File: src/rtl/taus_urng_multi.sv
// Multi-channel taus88 uniform RNG with runtime seed loading, warm-up and gated stepping.
// Define TAUS_SAMPLE_CNT_EN to add oSample_cnt (valid samples emitted since the last start).
module taus_urng_multi #(
    parameter int NUM_CH = 2,
    parameter int WARMUP = 16,
    parameter int CH_W   = 4
) (
    input  logic                  rClk,
    input  logic                  rRst,
    input  logic                  iSeed_wr,
    input  logic [CH_W-1:0]       iSeed_ch,
    input  logic [1:0]            iSeed_idx,
    input  logic [31:0]           iSeed_data,
    input  logic                  iStart,
    input  logic                  iEn,
    output logic [32*NUM_CH-1:0]  oUrng,
    output logic                  oValid,
    output logic                  oBusy,
`ifdef TAUS_SAMPLE_CNT_EN
    output logic [31:0]           oSample_cnt,
`endif
    output logic                  oSeed_err
);

    localparam logic [1:0] S_IDLE = 2'd0;
    localparam logic [1:0] S_WARM = 2'd1;
    localparam logic [1:0] S_RUN  = 2'd2;

    logic [1:0]  state;
    logic [7:0]  warm_cnt;
    logic [31:0] seed   [NUM_CH][3];
    logic [31:0] work   [NUM_CH][3];
    logic [31:0] nxt    [NUM_CH][3];
    logic [31:0] sample [NUM_CH];
    logic        seed_ok;
    logic        start_ok;
`ifdef TAUS_SAMPLE_CNT_EN
    logic [31:0] sample_cnt;
`endif

    function automatic logic [31:0] step_s1(input logic [31:0] s);
        logic [31:0] b;
        b = ((s << 13) ^ s) >> 19;
        return ((s & 32'hFFFFFFFE) << 12) ^ b;
    endfunction

    function automatic logic [31:0] step_s2(input logic [31:0] s);
        logic [31:0] b;
        b = ((s << 2) ^ s) >> 25;
        return ((s & 32'hFFFFFFF8) << 4) ^ b;
    endfunction

    function automatic logic [31:0] step_s3(input logic [31:0] s);
        logic [31:0] b;
        b = ((s << 3) ^ s) >> 11;
        return ((s & 32'hFFFFFFF0) << 17) ^ b;
    endfunction

    // Seeds below a component's minimum would lock that LFSR into a short cycle.
    function automatic logic [31:0] fix_seed(input logic [1:0] idx, input logic [31:0] d);
        logic [31:0] lo;
        case (idx)
            2'd0:    lo = 32'd2;
            2'd1:    lo = 32'd8;
            default: lo = 32'd16;
        endcase
        return (d < lo) ? d + lo : d;
    endfunction

    always_comb begin
        for (int k = 0; k < NUM_CH; k++) begin
            nxt[k][0] = step_s1(work[k][0]);
            nxt[k][1] = step_s2(work[k][1]);
            nxt[k][2] = step_s3(work[k][2]);
            sample[k] = nxt[k][0] ^ nxt[k][1] ^ nxt[k][2];
        end
    end

    assign seed_ok  = (state != S_WARM) && (32'(iSeed_ch) < 32'(NUM_CH)) && (iSeed_idx != 2'd3);
    assign start_ok = iStart && (state != S_WARM);
    assign oBusy    = (state == S_WARM);
`ifdef TAUS_SAMPLE_CNT_EN
    assign oSample_cnt = sample_cnt;
`endif

    always_ff @(posedge rClk) begin
        if (!rRst) begin
            state     <= S_IDLE;
            warm_cnt  <= '0;
            oUrng     <= '0;
            oValid    <= 1'b0;
            oSeed_err <= 1'b0;
`ifdef TAUS_SAMPLE_CNT_EN
            sample_cnt <= '0;
`endif
            for (int k = 0; k < NUM_CH; k++) begin
                seed[k][0] <= 32'd1999 + 32'(k);
                seed[k][1] <= 32'd2995 + 32'(k);
                seed[k][2] <= 32'd3666 + 32'(k);
                for (int j = 0; j < 3; j++) work[k][j] <= '0;
            end
        end else begin
            oValid    <= 1'b0;
            oSeed_err <= iSeed_wr && !seed_ok;
            // Seed writes touch only the seed bank; a same-cycle start still copies the old value.
            if (iSeed_wr && seed_ok) begin
                for (int k = 0; k < NUM_CH; k++)
                    for (int j = 0; j < 3; j++)
                        if (32'(iSeed_ch) == 32'(k) && 32'(iSeed_idx) == 32'(j))
                            seed[k][j] <= fix_seed(iSeed_idx, iSeed_data);
            end
            if (start_ok) begin
                for (int k = 0; k < NUM_CH; k++)
                    for (int j = 0; j < 3; j++) work[k][j] <= seed[k][j];
                warm_cnt <= '0;
                state    <= (WARMUP == 0) ? S_RUN : S_WARM;
`ifdef TAUS_SAMPLE_CNT_EN
                sample_cnt <= '0;
`endif
            end else begin
                case (state)
                    S_WARM: begin
                        for (int k = 0; k < NUM_CH; k++)
                            for (int j = 0; j < 3; j++) work[k][j] <= nxt[k][j];
                        warm_cnt <= warm_cnt + 8'd1;
                        if (warm_cnt == 8'(WARMUP - 1)) state <= S_RUN;
                    end
                    S_RUN: begin
                        if (iEn) begin
                            for (int k = 0; k < NUM_CH; k++) begin
                                for (int j = 0; j < 3; j++) work[k][j] <= nxt[k][j];
                                oUrng[32*k +: 32] <= sample[k];
                            end
                            oValid <= 1'b1;
`ifdef TAUS_SAMPLE_CNT_EN
                            sample_cnt <= sample_cnt + 32'd1;
`endif
                        end
                    end
                    default: ;
                endcase
            end
        end
    end

endmodule

File: config.mk
export PLATFORM = sky130hd
export DESIGN_NAME = taus_urng_multi
export DESIGN_NICKNAME = d
export VERILOG_FILES = /design/src/rtl/taus_urng_multi.sv
export SDC_FILE = /design/constraint.sdc
export NUM_CORES = 1
export LEC_CHECK = 0
export CAP_MARGIN = 25
export CELL_PAD_IN_SITES_DETAIL_PLACEMENT = 0
export CELL_PAD_IN_SITES_GLOBAL_PLACEMENT = 1
export CORE_MARGIN = 2
export CORE_UTILIZATION = 53
export CTS_CLUSTER_SIZE = 25
export DETAILED_ROUTE_END_ITERATION = 8
export GPL_TIMING_DRIVEN = 0
export PLACE_DENSITY_LB_ADDON = 0.08
export SETUP_SLACK_MARGIN = 0.05
export SLEW_MARGIN = 0
export SYNTH_ARGS = -nofsm -noshare
export SYNTH_HDL_FRONTEND = slang
export SYNTH_SLANG_ARGS = --single-unit
export TNS_END_PERCENT = 20
File: constraint.sdc
create_clock -name rClk -period 10.37 [get_ports rClk]
set_input_delay 2.074 -clock rClk [delete_from_list [all_inputs] [get_ports rClk]]
set_output_delay 2.074 -clock rClk [all_outputs]
set_load 0.05 [all_outputs]
==> summary.md, run 1 <==
| Metric | Value |
|---|---|
| Input/output buffers | 105 |
| Final Hold Fails | 0 |
| Post-CTS resize count | 0 |
| Fin util | 63.9% |
| Sw power | 1.15 mW |
| Drc violations | 0 |
| Setup violators final | 0 |
| Number of max-cap violations | 0 |
| Pwr Density | 200 nW/µm² |
| Global-route wire length before repair | 75200 µm |
| Cell count after synthesis | 1366 |
| Slew @ Worst Pin | 1.02 ns |
| Synth cell types | 48 |
| Clock sink count | 428 |
| Register area share after synthesis | 66.4% |
| Fraction of registers with async set/reset | 0% |
| CTS Root Cell | clkbuf_16 |
| Fmax | 212 MHz |
| Placed wire-length estimate | 39800 µm |
| Syn Area/Cell | 13.3 µm² |
| Comb power frac | 14.7% |
| Seq cells post-synth | 428 |
| TNS Setup | 0 ns |
| 1st-pass router iterations | 7 |
| Fin crit share | 45.5% |
| Hold buffer count at cts | 0 |
| Setup CP Type | in2reg |
| Final wirelength | 53400 µm |
| Overflow after GRT | 0 |
| Chip Width | 189 µm |
| Crit end category | flip-flop |
| CTS buffer count | 44 |
| Clock Latency Late Sink | 0.55 ns |
| Internal | 3.15 mW |
| Yosys top cell area share | 58.1% |
| Vias in the first global route | 11000 |
| Synthesized area | 18200 µm² |
| Row cnt | 67 |
| Final net count | 1579 |
| H-tree levels | 2 |
| Placeable Area | 33700 µm² |
| YS warnings | 0 |
| PnR worst setup slack | 5.65 ns |
| Hold Crit Class | reg2reg |
| Max Fanout on Critical Path | 23 |
| Max-slew violations | 0 |
| CTS tree | yes |
| Worst EP arrival | 5.02 ns |
| DR vias/cell | 5.81 |
| Number of synthesized flops with an enable pin | 352 |
| Starting Density | 54.0% |
| Clock Power Share | 36.2% |
| Iteration-0 DRC count of the detailed router | 1309 |
| CTS max path bufs | 3 |
| Synth area leaders | edfxtp_1 58%, xnor2_1 8.7%, dfxtp_1 8.4% |
| Die height | 189 µm |
| Inst Count DP | 1929 |
| VDD IR max | 0.123 mV |
| Routed vias | 11700 |
| Initial antenna violation count | 3 |
| Die outline area | 35900 µm² |
| DR WL/cell | 26.5 µm |
| Sw frac | 26.7% |
| Setup Fix Bufs, Post-CTS | 0 |
| Post-route insts no fill | 2012 |
| Design Power | 4.30 mW |
| Synth Flop Type | edfxtp_1 |
| Share of layout cells above drive strength 1 | 7.29% |
| CP Launch Type | input pin |
| Clock-pin slew on the worst setup and hold paths | 0.06 ns |
| Pin count of the biggest net entering global routing | 58 |
| Total track usage | 29.9% |
| Post-place setup slack | 5.11 ns |
| Cell taking the most area after synthesis | edfxtp_1 |
| RePlAce Congestion | 0.891 |
| FILL cells | 2624 |
| Relative slew slack | 32.3% |
| Fin crit period | 4.72 ns |
| Leakage | 7.72 nW |
| Top-level I/O count | 110 |
| Syn Nets | 1418 |
| Status | finished, final reports clean |
| Area Overhead vs Synth | 18.3% |
| Sequential Power Share | 49.1% |
| CP required | 10.67 ns |
| Skew final | 0.0119 ns |
| DRT antenna net count | 0 |
| RSZ-0062 raised after global routing | no |
power by group through the flow:
stage	sequential [mW]	combinational (mW)	clock, mW
6_report	2.11	0.631	1.56
4_1_cts	2.11	0.620	1.57
3_5_place_dp	2.15	0.617	0
5_1_grt	2.12	0.665	1.64
2_1_floorplan	2.10	0.382	0
3_3_place_gp	2.15	0.598	0
synthesized netlist by cell type, types with 18 or more instances:
cell      number
a21boi_0      22
a22o_1       110
and2_1        70
and3_1        23
buf_2         18
clkbuf_1      52
dfxtp_1       76
edfxtp_1     352
nand2_1      138
nor2_1        57
nor3b_1       18
o21ai_0       82
xnor2_1      180
xor2_1        40
metrics by stage:
step | area (µm²) | hold slack, ns
after floorplan | 18200 | 0.462
after global placement | 19800 | 0.451
after detailed placement | 20100 | 0.459
after CTS | 21500 | 0.466
after global routing | 21500 | 0.481
final | 21500 | 0.463
kinds of logic after synthesis:
logic type,count (synthesis),share of synthesized area (%)
DFF,428,66.4
and+or+nand+nor,370,10.2
AOI/OAI and AO/OA,245,9.86
xor gates and xnor gates,220,10.6
buffers and inverters,90,2.08
adders and majority gates,9,0.618
muxes,4,0.227
critical path, stage by stage:
cell and delay (ns):
clkdlybuf4s50_1 0.75, clkbuf_1 0.41, buf_1 0.81, nand2_1 0.60, buf_16 0.35
cell type report:
| type | instances | area, µm² | share of cell area [%] |
|---|---|---|---|
| Clock inverter | 12 | 86.3 | 0.401 |
| Buffer | 81 | 345 | 1.60 |
| Tap cell | 448 | 561 | 2.60 |
| Clock buffer | 70 | 1340 | 6.21 |
| Timing Repair Buffer | 115 | 1270 | 5.92 |
| Sequential cell | 428 | 12100 | 56.2 |
| Antenna cell | 1 | 2.50 | 0.0116 |
| Inverter | 9 | 33.8 | 0.157 |
| Multi-Input combinational cell | 848 | 5800 | 26.9 |
cells in the final DEF (no fill, tap or decap), drive strengths merged, types with 10 or more instances in the layout:
master and count:
a21boi 22, a22o 110, and2 70, and3 23, buf 39, clkbuf 122
clkdlybuf4s50 105, dfxtp 76, edfxtp 352, inv 11, nand2 138, nand2b 11
nand3 17, nor2 59, nor3b 18, o211a 12, o21ai 84, or3 10
xnor2 180, xor2 40
registers in the layout, summed over array words and instances (netlist names):
name	cells
seed	176
work	176
oUrng	64
warm_cnt	8
state	2
oSeed_err	1
oValid	1
path summary, 6_finish.rpt:
kind | cells past startpoint | start | slack (ns) | end
worst max-delay path | 5 | rRst | 5.65 | seed[0][92]
worst min-delay path | 2 | oUrng[27] | 0.46 | oUrng[27]
worst min register to register | 2 | oUrng[27] | 0.46 | oUrng[27]
worst max register to register | 6 | state[1] | 7.77 | work[0][68]
routing by layer:
| layer | part of all wire, % | global-route usage, % | up-vias |
|---|---|---|---|
| met5 | 0 | 0 | - |
| met4 | 2.4 | 8.38 | 0 |
| met3 | 12 | 6.95 | 76 |
| met2 | 45 | 45.5 | 680 |
| met1 | 41 | 43.2 | 5668 |
| li1 | - | - | 5261 |
No activity file was read; power rests on OpenSTA's default activity.
==> inputs of run 2 (changes only) <==
--- a/config.mk
+++ b/config.mk
@@ -9,7 +9,7 @@
 export CELL_PAD_IN_SITES_DETAIL_PLACEMENT = 0
 export CELL_PAD_IN_SITES_GLOBAL_PLACEMENT = 1
 export CORE_MARGIN = 2
-export CORE_UTILIZATION = 53
+export CORE_UTILIZATION = 49
 export CTS_CLUSTER_SIZE = 25
 export DETAILED_ROUTE_END_ITERATION = 8
 export GPL_TIMING_DRIVEN = 0
==> constraint.sdc (replaced) <==
create_clock -name rClk -period 4.6 [get_ports rClk]
set_input_delay 0.92 -clock rClk [delete_from_list [all_inputs] [get_ports rClk]]
set_output_delay 0.92 -clock rClk [all_outputs]
set_load 0.05 [all_outputs]
==> run 2 against run 1 <==
Sequential power is 130% higher. Largest cell class unchanged. Via count barely moved. Critical path type is now reg2out. Die area rose by 8.0%. Setup slack got worse by 4.5 ns.
==> summary.md, run 2 (synthesis results as in run 1) <==
| Metric | Value |
|---|---|
| Final wirelength | 55200 µm |
| Leakage | 7.72 nW |
| Overflow after GRT | 0 |
| 1st-pass router iterations | 5 |
| Crit path from | state[1] |
| Family with the most delay on the worst path | buffers and inverters |
| CTS max path bufs | 3 |
| Starting Density | 49.7% |
| Vias in the first global route | 11200 |
| CP max-delay cell | clkdlybuf4s50_1 |
| Post-layout instance area | 21600 µm² |
| CTS Root Cell | clkbuf_16 |
| Final net count | 1581 |
| Seq. cell area | 12100 µm² |
| Critical path cell sequence | nand2b_1 > inv_2 > buf_2 > clkdlybuf4s50_1 |
| CP Launch Type | flip-flop |
| RePlAce Congestion | 0.869 |
| Clock-pin slew on the worst setup and hold paths | 0.06 ns |
| Crit end category | primary output |
| Multi-input combinational cell area | 5810 µm² |
| Worst EP arrival | 2.51 ns |
| Chip Width | 197 µm |
| Die outline area | 38700 µm² |
| H-tree levels | 2 |
| Pin count of the biggest net entering global routing | 58 |
| Post-CTS resize count | 0 |
| DRT antenna net count | 0 |
| Initial antenna violation count | 2 |
| Setup CP Type | reg2out |
| Iteration-0 DRC count of the detailed router | 1319 |
| Clock Latency Late Sink | 0.59 ns |
| Biggest regs | seed x176, work x176, oUrng x64 |
| Area after DPL | 20100 µm² |
| Clock sink count | 428 |
| Hold Crit Class | reg2reg |
| CTS buffer count | 46 |
| CTS tree | yes |
| Placed wire-length estimate | 40800 µm |
| Pwr Density | 456 nW/µm² |
| Share of layout cells above drive strength 1 | 7.34% |
| Hold Slack | 0.460 ns |
| Die height | 197 µm |
| Setup Fix Bufs, Post-CTS | 0 |
| Fin crit period | 3.43 ns |
| Slowest cell delay on critical path | 0.86 ns |
| Hold buffer count at cts | 0 |
| Relative slew slack | 33.7% |
| Drc violations | 0 |
| Met1 GRT Util | 41.7% |
| Total track usage | 28.8% |
| Routed vias | 11700 |
| Most frequent cells in the layout | 352 x edfxtp_1, 180 x xnor2_1, 138 x nand2_1 |
| R2R Path Start | state[1] |
| Number of max-cap violations | 0 |
| Skew final | 0.0176 ns |
| Critical path buffer and inverter count | 3 |
| DR vias/cell | 5.74 |
| Row cnt | 70 |
| Input/output buffers | 105 |
| FILL cells | 2962 |
| CP required | 3.68 ns |
| Slew @ Worst Pin | 0.995 ns |
| DR WL/cell | 27.1 µm |
| Hold_sp | oUrng[30] |
| Area Overhead vs Synth | 18.6% |
| Setup violators final | 0 |
| Top-level I/O count | 110 |
| Max Fanout on Critical Path | 10 |
| RSZ-0062 raised after global routing | no |
| Fin crit share | 74.7% |
| Fmax | 291 MHz |
| Placeable Area | 36600 µm² |
| VDD IR max | 0.292 mV |
| Commonest non-fill, non-tap cell in the layout | edfxtp_1 |
| Max-slew violations | 0 |
| Routing usage on met2 | 43.3% |
| Design Power | 9.84 mW |
| Final Hold Fails | 0 |
| Status | finished, final reports clean |
| Gr busiest metal | met2 |
| Global-route wire length before repair | 77600 µm |
| Met3 GRT Util | 6.98% |
[run 2: final timing paths]
path | endpoint | depth (start not counted) | slack, ns
worst max register to register | seed[0][93] | 7 | 1.80
worst max-delay path | oBusy | 4 | 1.17
worst min register to register | oUrng[30] | 2 | 0.46
worst min-delay path | oUrng[30] | 2 | 0.46
[run 2: area by class of cell]
| cell class | count | share of cell area, % |
|---|---|---|
| buffer | 81 | 1.60 |
| clock inverter | 17 | 0.620 |
| multi-input combinational | 848 | 26.9 |
| timing repair buffer | 115 | 5.76 |
| tap | 468 | 2.71 |
| clock buffer | 68 | 6.22 |
| antenna | 1 | 0.0116 |
| sequential | 428 | 56.0 |
| inverter | 9 | 0.156 |
[run 2: power breakdown]
| part | internal (mW) | switching, mW |
|---|---|---|
| Combinational | 0.544 | 0.884 |
| Sequential | 4.50 | 0.264 |
| Clock | 2.13 | 1.52 |
[run 2: worst register-to-register path, delay by kind of cell, from the launching register on]
family / cells / cell delay (ns)
flip-flops: 1 / 0.37
AND/OR/NAND/NOR: 4 / 1.50
buffers and inverters: 3 / 0.63
[run 2: per-layer routing]
layer | part of all wire, % | up-vias
li1 | - | 5256
met1 | 43 | 5816
met2 | 44 | 551
met3 | 10 | 67
met4 | 2.5 | 0
met5 | 0 | -
[run 2: stage by stage]
step	util (%)	cells	TNS [ns]	setup WS [ns]
after floorplan	-	1366	0	0.217
after global placement	54.2	1939	-290.53	-1.64
after detailed placement	54.9	1948	0	0.151
after CTS	58.9	2033	0	0.763
after global routing	59.0	2034	0	1.09
final	59.0	2035	0	1.17
==> inputs of run 3 (changes only) <==
==> constraint.sdc (replaced) <==
create_clock -name rClk -period 3.6 [get_ports rClk]
set_input_delay 0.72 -clock rClk [delete_from_list [all_inputs] [get_ports rClk]]
set_output_delay 0.72 -clock rClk [all_outputs]
set_load 0.05 [all_outputs]
==> run 3 against run 2 <==
Sequential share of layout area increased by 0.21 points. Largest cell class unchanged. Final cell count unchanged. Combinational power grew 27%. Setup slack worse by 0.86 ns. Register-to-register slack got worse by 0.80 ns. Critical endpoint is now seed[0][87]. Non-clock buffer count down 1. Critical path depth increased by 1.
==> summary.md, run 3 (synthesis results as in run 1) <==
| Metric | Value |
|---|---|
| Placeable Area | 36600 µm² |
| Global-route wire length before repair | 77800 µm |
| Chip Width | 197 µm |
| Pin count of the biggest net entering global routing | 58 |
| FILL cells | 3008 |
| Sw frac | 27.2% |
| Top-level I/O count | 110 |
| Sw power | 3.38 mW |
| H-tree levels | 2 |
| DR WL/cell | 27.1 µm |
| RSZ-0062 raised after global routing | no |
| Status | finished, final reports clean |
| Area after DPL | 20100 µm² |
| Input/output buffers | 105 |
| Clock Latency Late Sink | 0.57 ns |
| Skew final | 0.0116 ns |
| Max Fanout on Critical Path | 18 |
| Worst EP arrival | 3.62 ns |
| Routed vias | 11600 |
| Setup violators final | 0 |
| Total track usage | 28.9% |
| Slew @ Worst Pin | 1.06 ns |
| Die outline area | 38700 µm² |
| Vias in the first global route | 11300 |
| Initial antenna violation count | 7 |
| Clock Power Share | 36.4% |
| Family with the most delay on the worst path | buffers and inverters |
| CTS Root Cell | clkbuf_16 |
| Drc violations | 0 |
| VDD IR max | 0.346 mV |
| Clock sink count | 428 |
| Fin crit period | 3.29 ns |
| DR vias/cell | 5.69 |
| Placed wire-length estimate | 40800 µm |
| Final Hold Fails | 0 |
| Comb power frac | 14.6% |
| Clock-pin slew on the worst setup and hold paths | 0.06 ns |
| Critical path buffer and inverter count | 4 |
| Fmax | 304 MHz |
| Fin crit share | 91.5% |
| Area Overhead vs Synth | 18.1% |
| Pwr Density | 578 nW/µm² |
| Starting Density | 49.7% |
| Hold path depth | 2 |
| Hold Crit Class | reg2reg |
| Hold buffer count at cts | 0 |
| Share of layout cells above drive strength 1 | 6.84% |
| Slowest cell delay on critical path | 0.84 ns |
| Iteration-0 DRC count of the detailed router | 1325 |
| Relative slew slack | 29.1% |
| Number of max-cap violations | 0 |
| CTS tree | yes |
| Sequential Power Share | 49.0% |
| Final wirelength | 55100 µm |
| Final net count | 1579 |
| CP Launch Type | input pin |
| Overflow after GRT | 0 |
| Met1 GRT Util | 41.1% |
| RePlAce Congestion | 0.878 |
| Post-route insts no fill | 2035 |
| Internal | 9.05 mW |
| Biggest regs | seed x176, work x176, oUrng x64 |
| Met3 GRT Util | 7.41% |
| CTS buffer count | 45 |
| Post-layout instance area | 21500 µm² |
| DRT antenna net count | 0 |
| Commonest non-fill, non-tap cell in the layout | edfxtp_1 |
| Leakage | 7.68 nW |
| CP required | 3.92 ns |
| Inst Count DP | 1948 |
| CP max-delay cell | buf_1 |
| Worst Reg-to-Reg Cells | 6 |
| Setup CP Type | in2reg |
| 1st-pass router iterations | 5 |
| Design Power | 12.4 mW |
| Row cnt | 70 |
| Most frequent cells in the layout | 352 x edfxtp_1, 180 x xnor2_1, 137 x nand2_1 |
| Crit end category | flip-flop |
| Die height | 197 µm |
| Stages on worst setup path | 5 |
| Routing usage on met2 | 44.0% |
| Max-slew violations | 0 |
| Critical path cell sequence | clkdlybuf4s50_1 > clkbuf_1 > buf_1 > nand2_2 > buf_8 |
| CTS max path bufs | 3 |
| Gr busiest metal | met2 |
==> run 3: cell types whose count changed in the layout (fill, tap and decap cells not counted), moves of 2 or more <==
| cell | change |
|---|---|
| clkbuf_4 | -4 |
| clkinv_1 | +5 |
| clkbuf_1 | +2 |
| diode_2 | +2 |
| clkbuf_8 | -3 |
| clkinvlp_4 | -2 |
| clkbuf_16 | -2 |
==> run 3: repair_timing <==
action	4_1_cts	5_1_grt
gates resized for setup	1	0
endpoints found under the setup margin	14	0
setup buffers	0	0
==> run 3: power groups by stage <==
stage | clock network [mW] | logic (mW) | registers, mW
6_report | 4.53 | 1.82 | 6.09
5_1_grt | 4.75 | 1.92 | 6.11
4_1_cts | 4.57 | 1.79 | 6.08
3_5_place_dp | 0 | 1.79 | 6.18
3_3_place_gp | 0 | 1.74 | 6.20
2_1_floorplan | 0 | 1.10 | 6.05
==> run 3: area by class of cell <==
class | count | area (µm²) | area share, %
Inverter | 9 | 33.8 | 0.157
Antenna cell | 3 | 7.51 | 0.0349
Timing Repair Buffer | 114 | 1230 | 5.71
Clock inverter | 23 | 181 | 0.844
Clock buffer | 61 | 1230 | 5.71
Tap cell | 468 | 586 | 2.72
Buffer | 81 | 345 | 1.61
Sequential cell | 428 | 12100 | 56.2
Multi-Input combinational cell | 848 | 5800 | 27.0
==> run 3: per-stage QoR <==
step | utilization (%) | TNS [ns] | hold slack, ns | setup WS (ns)
3_5_place_dp | 54.9 | -15.96 | 0.454 | -0.537
3_3_place_gp | 54.2 | -450.18 | 0.451 | -2.30
2_1_floorplan | - | -36.01 | 0.462 | -0.349
5_1_grt | 58.7 | 0 | 0.471 | 0.150
4_1_cts | 58.7 | 0 | 0.462 | 0.328
6_report | 58.7 | 0 | 0.457 | 0.306
==> run 3: worst paths after layout <==
path	start	endpoint	slack (ns)
worst max-delay path	rRst	seed[0][87]	0.31
worst min-delay path	oUrng[25]	oUrng[25]	0.46
worst max register to register	state[1]	work[0][42]	1.00
worst min register to register	oUrng[25]	oUrng[25]	0.46
==> run 3: per-layer routing <==
metal  vias up  share of wire (%)
met3        77                 11
met4         4                2.4
li1       5268                  -
met5         -              0.049
met2       562                 45
met1      5664                 42
==> run 3: worst register-to-register path: stages, from the launching register on <==
cell and delay (ns):
dfxtp_1 0.37, nand2b_1 0.17, inv_2 0.12, o21ai_0 0.28, clkbuf_1 0.40, or3_4 0.52, buf_16 0.33
